**src/rtl/tb4004_pkg.sv**
```systemverilog
// tb4004_pkg: shared opcode/operand constants, phase and word-state enums and
// the JCN condition helper for the TB4004 condition-code slice.
package tb4004_pkg;

  // First-word opcodes that matter to branch/flag logic
  localparam logic [3:0] OPR_JCN = 4'h1;
  localparam logic [3:0] OPR_FIM = 4'h2;
  localparam logic [3:0] OPR_JUN = 4'h4;
  localparam logic [3:0] OPR_JMS = 4'h5;
  localparam logic [3:0] OPR_ISZ = 4'h7;
  localparam logic [3:0] OPR_CC  = 4'hF;

  // Operand values of the explicit carry ops under OPR_CC
  localparam logic [3:0] CLC = 4'h1;
  localparam logic [3:0] STC = 4'hA;
  localparam logic [3:0] CMC = 4'h3;
  localparam logic [3:0] TCC = 4'h7;

  // Machine-cycle phases of one instruction word
  typedef enum logic [2:0] {A1, A2, A3, M1, M2, X1, X2, X3} phase_e;

  // Which word of an instruction is being fetched
  typedef enum logic [0:0] {WORD1 = 1'b0, WORD2 = 1'b1} word_state_e;

  // JCN condition: cc[2] zero, cc[1] carry, cc[0] TEST low, cc[3] inverts
  function automatic logic jcn_cond(input logic [3:0] cc,
                                    input logic       zero,
                                    input logic       carry,
                                    input logic       test_n);
    logic c;
    c = (cc[2] & zero) | (cc[1] & carry) | (cc[0] & ~test_n);
    return cc[3] ? ~c : c;
  endfunction

endpackage

```
**src/rtl/cc_branch_unit_if.sv**
```systemverilog
// cc_branch_unit_if: instruction/ALU inputs and phase/flag/strobe outputs of
// the branch unit. master = surrounding datapath, slave = cc_branch_unit.
interface cc_branch_unit_if #(
  parameter int DATA_W  = 4,
  parameter int CYCLE_N = 8
);
  localparam int CW = $clog2(CYCLE_N);

  logic              cycleEn;
  logic [DATA_W-1:0] opr;
  logic [DATA_W-1:0] opa;
  logic              aluCarry;
  logic              aluZero;
  logic              aluFlagsValid;
  logic              testIn;
  logic [CW-1:0]     cycle;
  logic              secondWord;
  logic              carryFlag;
  logic              zeroFlag;
  logic              testSync;
  logic              jumpTaken;

  modport master (
    output cycleEn, opr, opa, aluCarry, aluZero, aluFlagsValid, testIn,
    input  cycle, secondWord, carryFlag, zeroFlag, testSync, jumpTaken
  );

  modport slave (
    input  cycleEn, opr, opa, aluCarry, aluZero, aluFlagsValid, testIn,
    output cycle, secondWord, carryFlag, zeroFlag, testSync, jumpTaken
  );
endinterface

```
**src/rtl/cc_test_sync.sv**
```systemverilog
// cc_test_sync: DEPTH-flop synchroniser for the TEST pin; runs every clock,
// independent of the phase enable, and clears to 0 on reset.
module cc_test_sync #(
  parameter int unsigned DEPTH = 2
) (
  input  logic clk,
  input  logic rst,
  input  logic d_i,
  output logic q_o
);

  logic [DEPTH-1:0] sync_q;

  if (DEPTH == 1) begin : g_single
    // single capture flop
    always_ff @(posedge clk) begin
      if (rst) sync_q <= '0;
      else     sync_q <= d_i;
    end
  end else begin : g_chain
    // shift chain, oldest sample at the top bit
    always_ff @(posedge clk) begin
      if (rst) sync_q <= '0;
      else     sync_q <= {sync_q[DEPTH-2:0], d_i};
    end
  end

  assign q_o = sync_q[DEPTH-1];

endmodule

```
**src/rtl/cc_branch_unit.sv**
```systemverilog
// cc_branch_unit: machine-phase counter, one/two-word tracking, carry/zero
// flags, synchronised TEST and JCN/ISZ/JUN/JMS jump strobe.
// Build option: CC_TEST_SYNC_EN selects a TEST_SYNC-deep synchroniser on
// testIn; without it a single flop is used (on-chip synchronous TEST only).
module cc_branch_unit
  import tb4004_pkg::*;
#(
  parameter int DATA_W    = 4,
  parameter int CYCLE_N   = 8,
  parameter int TEST_SYNC = 2
) (
  input  logic             clk,
  input  logic             rst,
  cc_branch_unit_if.slave  bus
);

  localparam int CW = $clog2(CYCLE_N);
  localparam logic [CW-1:0] PH_M2 = CW'(int'(M2));
  localparam logic [CW-1:0] PH_X3 = CW'(CYCLE_N - 1);

  localparam logic [DATA_W-1:0] K_JCN = DATA_W'(OPR_JCN);
  localparam logic [DATA_W-1:0] K_FIM = DATA_W'(OPR_FIM);
  localparam logic [DATA_W-1:0] K_JUN = DATA_W'(OPR_JUN);
  localparam logic [DATA_W-1:0] K_JMS = DATA_W'(OPR_JMS);
  localparam logic [DATA_W-1:0] K_ISZ = DATA_W'(OPR_ISZ);
  localparam logic [DATA_W-1:0] K_CC  = DATA_W'(OPR_CC);
  localparam logic [DATA_W-1:0] K_CLC = DATA_W'(CLC);
  localparam logic [DATA_W-1:0] K_STC = DATA_W'(STC);
  localparam logic [DATA_W-1:0] K_CMC = DATA_W'(CMC);
  localparam logic [DATA_W-1:0] K_TCC = DATA_W'(TCC);

`ifdef CC_TEST_SYNC_EN
  localparam int unsigned SYNC_DEPTH = TEST_SYNC;
`else
  // TEST_SYNC only sizes the chain when the full synchroniser is built
  localparam int unsigned SYNC_DEPTH = 1 + 0 * TEST_SYNC;
`endif

  logic [CW-1:0]     cycle_q, cycle_d;
  word_state_e       state_q, state_d;
  logic [DATA_W-1:0] opr_q, opa_q;
  logic              cond_q, cond_d;
  logic              carry_q, carry_d;
  logic              zero_q, zero_d;
  logic              jump_q, jump_d;
  logic              test_sync;

  logic              at_x3;
  logic              latch_en;
  logic              two_word;
  logic              take_branch;

  cc_test_sync #(
    .DEPTH (SYNC_DEPTH)
  ) u_test_sync (
    .clk (clk),
    .rst (rst),
    .d_i (bus.testIn),
    .q_o (test_sync)
  );

  // Decode of the latched first word: two-word class and branch outcome
  always_comb begin
    two_word    = (opr_q == K_JCN) || ((opr_q == K_FIM) && !opa_q[0]) ||
                  (opr_q == K_JUN) || (opr_q == K_JMS) || (opr_q == K_ISZ);
    take_branch = ((opr_q == K_JCN) && cond_q) ||
                  (opr_q == K_JUN) || (opr_q == K_JMS) ||
                  ((opr_q == K_ISZ) && !bus.aluZero);
  end

  // Phase counter, word state, JCN condition capture and jump strobe
  always_comb begin
    at_x3    = bus.cycleEn && (cycle_q == PH_X3);
    latch_en = bus.cycleEn && (cycle_q == PH_M2) && (state_q == WORD1);
    cycle_d  = cycle_q;
    state_d  = state_q;
    cond_d   = cond_q;
    jump_d   = 1'b0;
    if (bus.cycleEn) begin
      cycle_d = (cycle_q == PH_X3) ? '0 : cycle_q + CW'(1);
    end
    if (at_x3) begin
      if (state_q == WORD1) begin
        state_d = two_word ? WORD2 : WORD1;
        cond_d  = jcn_cond(opa_q[3:0], zero_q, carry_q, test_sync);
      end else begin
        state_d = WORD1;
        jump_d  = take_branch;
      end
    end
  end

  // Flag update at the first-word X3: explicit carry ops beat ALU writes
  always_comb begin
    carry_d = carry_q;
    zero_d  = zero_q;
    if (at_x3 && (state_q == WORD1)) begin
      if ((opr_q == K_CC) && ((opa_q == K_CLC) || (opa_q == K_TCC))) begin
        carry_d = 1'b0;
      end else if ((opr_q == K_CC) && (opa_q == K_STC)) begin
        carry_d = 1'b1;
      end else if ((opr_q == K_CC) && (opa_q == K_CMC)) begin
        carry_d = ~carry_q;
      end else if (bus.aluFlagsValid) begin
        carry_d = bus.aluCarry;
        zero_d  = bus.aluZero;
      end
    end
  end

  // Sequencing state; the strobe register reloads every clock so it lasts one clk
  always_ff @(posedge clk) begin
    if (rst) begin
      cycle_q <= '0;
      state_q <= WORD1;
      cond_q  <= 1'b0;
      jump_q  <= 1'b0;
    end else begin
      cycle_q <= cycle_d;
      state_q <= state_d;
      cond_q  <= cond_d;
      jump_q  <= jump_d;
    end
  end

  // Flags and first-word instruction latch
  always_ff @(posedge clk) begin
    if (rst) begin
      carry_q <= 1'b0;
      zero_q  <= 1'b0;
      opr_q   <= '0;
      opa_q   <= '0;
    end else begin
      carry_q <= carry_d;
      zero_q  <= zero_d;
      if (latch_en) begin
        opr_q <= bus.opr;
        opa_q <= bus.opa;
      end
    end
  end

  assign bus.cycle      = cycle_q;
  assign bus.secondWord = (state_q == WORD2);
  assign bus.carryFlag  = carry_q;
  assign bus.zeroFlag   = zero_q;
  assign bus.testSync   = test_sync;
  assign bus.jumpTaken  = jump_q;

endmodule

```
**src/flat_wrapper.sv**
```systemverilog
// flat-port wrapper written by rule: the top's interface ports become plain ports
module cc_branch_unit_flat import tb4004_pkg::*;
#(
  parameter int DATA_W    = 4,
  parameter int CYCLE_N   = 8,
  parameter int TEST_SYNC = 2
)
  (clk, rst, bus_cycleEn, bus_opr, bus_opa, bus_aluCarry, bus_aluZero, bus_aluFlagsValid, bus_testIn, bus_cycle, bus_secondWord, bus_carryFlag, bus_zeroFlag, bus_testSync, bus_jumpTaken);
  cc_branch_unit_if #(.DATA_W(DATA_W), .CYCLE_N(CYCLE_N)) bus_i ();
  input  logic clk;
  input  logic rst;
  input wire logic [$bits(bus_i.cycleEn)-1:0] bus_cycleEn;
  input wire logic [$bits(bus_i.opr)-1:0] bus_opr;
  input wire logic [$bits(bus_i.opa)-1:0] bus_opa;
  input wire logic [$bits(bus_i.aluCarry)-1:0] bus_aluCarry;
  input wire logic [$bits(bus_i.aluZero)-1:0] bus_aluZero;
  input wire logic [$bits(bus_i.aluFlagsValid)-1:0] bus_aluFlagsValid;
  input wire logic [$bits(bus_i.testIn)-1:0] bus_testIn;
  output wire logic [$bits(bus_i.cycle)-1:0] bus_cycle;
  output wire logic [$bits(bus_i.secondWord)-1:0] bus_secondWord;
  output wire logic [$bits(bus_i.carryFlag)-1:0] bus_carryFlag;
  output wire logic [$bits(bus_i.zeroFlag)-1:0] bus_zeroFlag;
  output wire logic [$bits(bus_i.testSync)-1:0] bus_testSync;
  output wire logic [$bits(bus_i.jumpTaken)-1:0] bus_jumpTaken;
  assign bus_i.cycleEn = bus_cycleEn;
  assign bus_i.opr = bus_opr;
  assign bus_i.opa = bus_opa;
  assign bus_i.aluCarry = bus_aluCarry;
  assign bus_i.aluZero = bus_aluZero;
  assign bus_i.aluFlagsValid = bus_aluFlagsValid;
  assign bus_i.testIn = bus_testIn;
  assign bus_cycle = bus_i.cycle;
  assign bus_secondWord = bus_i.secondWord;
  assign bus_carryFlag = bus_i.carryFlag;
  assign bus_zeroFlag = bus_i.zeroFlag;
  assign bus_testSync = bus_i.testSync;
  assign bus_jumpTaken = bus_i.jumpTaken;
  cc_branch_unit #(.DATA_W(DATA_W), .CYCLE_N(CYCLE_N), .TEST_SYNC(TEST_SYNC)) u_core (.clk(clk), .rst(rst), .bus(bus_i));
endmodule
```
**config.mk**
```make
export PLATFORM = sky130hd
export DESIGN_NAME = cc_branch_unit_flat
export DESIGN_NICKNAME = d
export VERILOG_FILES = /design/src/rtl/tb4004_pkg.sv /design/src/rtl/cc_branch_unit_if.sv /design/src/rtl/cc_test_sync.sv /design/src/rtl/cc_branch_unit.sv /design/src/flat_wrapper.sv
export SDC_FILE = /design/constraint.sdc
export NUM_CORES = 1
export LEC_CHECK = 0
export CORE_MARGIN = 1
export CORE_UTILIZATION = 40
export CTS_CLUSTER_DIAMETER = 150
export DETAILED_ROUTE_END_ITERATION = 10
export GPL_ROUTABILITY_DRIVEN = 0
export MAX_ROUTING_LAYER = met4
export PLACE_DENSITY = 0.73
export SYNTH_ARGS = -nofsm -noshare
export SYNTH_HDL_FRONTEND = slang
export SYNTH_HIERARCHICAL = 1
export SYNTH_SLANG_ARGS = --single-unit
```
**constraint.sdc**
```tcl
create_clock -name clk -period 1.8 [get_ports clk]
set_input_delay 0.54 -clock clk [delete_from_list [all_inputs] [get_ports clk]]
set_output_delay 0.54 -clock clk [all_outputs]
set_load 0.005 [all_outputs]
```
==> flow_summary.yaml <==
worst_hold_path:
  hold-path-endpoint: "u_core/opr_q[3]$_SDFFE_PP0P_"
  hp-class: "reg -> reg"
  min_from: "u_core/opr_q[3]$_SDFFE_PP0P_"
  hold_depth: 2
timing:
  drv_slew: 0
  grt_setup_unrepaired: "false"
  fin_crit_ns: 1.73
  fin_skew_ns: 0.00411
  maxSlewHeadroom: 0.778
  fin_crit_sh: 0.963
  hold_viol_final: 0
  max_freq_ghz: 0.577
  setup_viol: 0
  holdWs_ns: 0.503
  tightest_slew_ns: 0.332
synth:
  ys_seq_area_frac: 0.393
  synth.most_common_cell: "nand2_1"
  ys_types: 35
  synth_edf_count: 0
  yosys-top-cells-count: "nand2_1, dfxtp_1, a21oi_1"
  synth_top_area_frac: 0.393
  synth_top_area_cell: "dfxtp_1"
  ys_seq_elements: 17
  avgSynthCellArea_sq_um: 8.49
  ys_warn_count: 6
  netlist_instances: 102
  async_flop_share: 0
  syn_nets: 120
  synth_area_leaders: "dfxtp_1, nand2_1, a21oi_1, mux2i_1, ha_1"
  synthesis.area_sq_um: 866
  ys.flop_type: "dfxtp_1"
cts:
  ctsLongestPathBuffers: 2
  root_buffer: "clkbuf_4"
  clock-sinks: 17
  cts_resized: 1
  numCtsBuffers: 3
  clk_latency_ns: 0.29
  htree_levels: 1
  clkTransAtPathRegs_ns: 0.11
  post_cts_buffers: 0
  hold_buffers: 0
  cts_tree: "yes"
drt:
  via_per_inst: 4.72
  highest_layer: "met4"
  vias: 741
  remaining_drc_errors: 0
  wl_mm: 1.74
  drt_pass1_iterations: 4
  final_antenna_net_count: 0
  wl_met1_microns: 823
  drtIter0Drc: 21
  dr_wl_met2_microns: 832
  met3_length_microns: 68
  drt-wirelength-per-cell_microns: 11.1
setup_path:
  ff2ff_setup_slack_ns: 0.34
  path_cells: "clkdlybuf4s50_1"
  r2r_cells: 5
  r2r_start: "u_core/bus.cycle[0]$_SDFFE_PP0P_"
  crit_path_max_fanout: 4
  path_class: "reg -> out"
  r2r_end: "u_core/bus.carryFlag$_SDFFE_PP0P_"
  critPathMaxStageDelay_ns: 0.52
  critPathLaunchType: "register"
  cpMaxStageDelayCell: "clkdlybuf4s50_1"
  crit_family: "buffers and inverters"
  critPathBufInv: 1
  critPathRequiredTime_ns: 1.26
  crit_arrival_ns: 1.19
  cp-end-kind: "primary output"
run_status:
  outcome: "completed"
finish:
  drive_above_1_share: 0.169
  final_nets: 149
  utilization: 0.585
  final_cells: 157
  syn_to_final_growth_pct: 35.3
  insertedDiodeCount: 0
global_routing:
  gr-total-overflow: 0
  grt.total_usage: 0.175
  grt_pass1_wl_mm: 3.11
  grt_max_degree: 12
  grt_pass1_vias: 681
  antenna_found_initial: 0
floorplan:
  die_h_microns: 48.5
  start_util: 0.432
  die_w_microns: 48.5
  dieArea_sq_mm: 0.00235
  rows: 16
  core_area_sq_mm: 0.00200
  num_io_pins: 23
run:
  drv_cap: 0
power_and_ir_drop:
  p_leak_nw: 0.445
  powerDensity_mw_per_mm2: 585
  peakVddDrop_mv: 0.475
place:
  numPortBuffers: 22
  dp_hpwl_mm: 1.36
  place_inst: 153
## cells by family (layout without fill, tap and decap cells)
family          after synthesis  count (layout)  synth area share
compound gates               20              20             0.140
simple gates                 46              46             0.286
buf+inv                       9              37            0.0578
mux                           5               5            0.0592
flops                        17              17             0.393
xor+xnor                      2               2            0.0202
fa+ha+maj                     3               3            0.0434
## per-stage QoR
stage / power, mW / TNS [ns] / instance area [sq um] / setup slack, ns
2_1_floorplan: 0.428 / 0 / 866 / 0.322
3_3_place_gp: 0.477 / -0.791 / 1130 / -0.0957
3_5_place_dp: 0.481 / -1.04 / 1130 / -0.133
4_1_cts: 0.687 / 0 / 1160 / 0.0290
5_1_grt: 0.719 / 0 / 1170 / 0.00365
6_report: 0.685 / 0 / 1170 / 0.0669
## layer usage
layer	track usage	up-vias
met2	0.277	20
met4	0.0588	0
met3	0.0409	2
met1	0.218	319
li1	-	400
met5	-	-
## registers in the layout (all words and copies together), names as in the netlist
name and count:
u_core/bus.carryFlag 1, u_core/opa_q 4, u_core/bus.cycle 3, u_core/cond_q 1, u_core/opr_q 4, u_core/bus.jumpTaken 1
u_core/bus.zeroFlag 1, u_core/bus.secondWord 1, u_core/u_test_sync/q_o 1
## final cells by class
class | instances | area (sq um)
clock buffer | 3 | 22.5
clock inverter | 1 | 7.51
fill | 182 | 831
inverter | 5 | 18.8
multi-input combinational | 76 | 475
sequential | 17 | 345
tap | 27 | 33.8
timing repair buffer | 28 | 268
## cell usage in the layout (no fill, tap or decap), drive strengths merged, types with 3 or more instances in the layout
master	Yosys	final
clkdlybuf4s50	0	21
dfxtp	17	17
nor2b	3	3
nor2	10	10
ha	3	3
buf	3	6
clkbuf	1	3
nand2	19	19
a21oi	13	13
inv	5	5
mux2i	4	4
## power by group
group	switching (mW)	leakage [nW]	internal (mW)
registers	0.00658	0.139	0.383
logic	0.0291	0.292	0.0542
clock network	0.128	0.0139	0.0844
## worst max-delay path by stage
| stage | from | slack [ns] | cells past startpoint | endpoint |
|---|---|---|---|---|
| after global placement | bus_cycleEn | -0.1 | 6 | u_core/opa_q[0]$_SDFFE_PP0P_ |
| after global routing | u_core/bus.carryFlag$_SDFFE_PP0P_ | 0.004 | 1 | bus_carryFlag |
| final | u_core/bus.carryFlag$_SDFFE_PP0P_ | 0.07 | 1 | bus_carryFlag |
| after CTS | u_core/bus.cycle[2]$_SDFFE_PP0P_ | 0.03 | 1 | bus_cycle[2] |
| after detailed placement | bus_cycleEn | -0.13 | 6 | u_core/opa_q[2]$_SDFFE_PP0P_ |
| after floorplan | bus_cycleEn | 0.32 | 5 | u_core/bus.carryFlag$_SDFFE_PP0P_ |
## worst min-delay path, stage by stage, from the launching register on
cell and delay [ns]:
dfxtp_1 0.34, nand2_1 0.06, a21oi_1 0.06
Note: power is estimated with default switching activity, not from simulation.
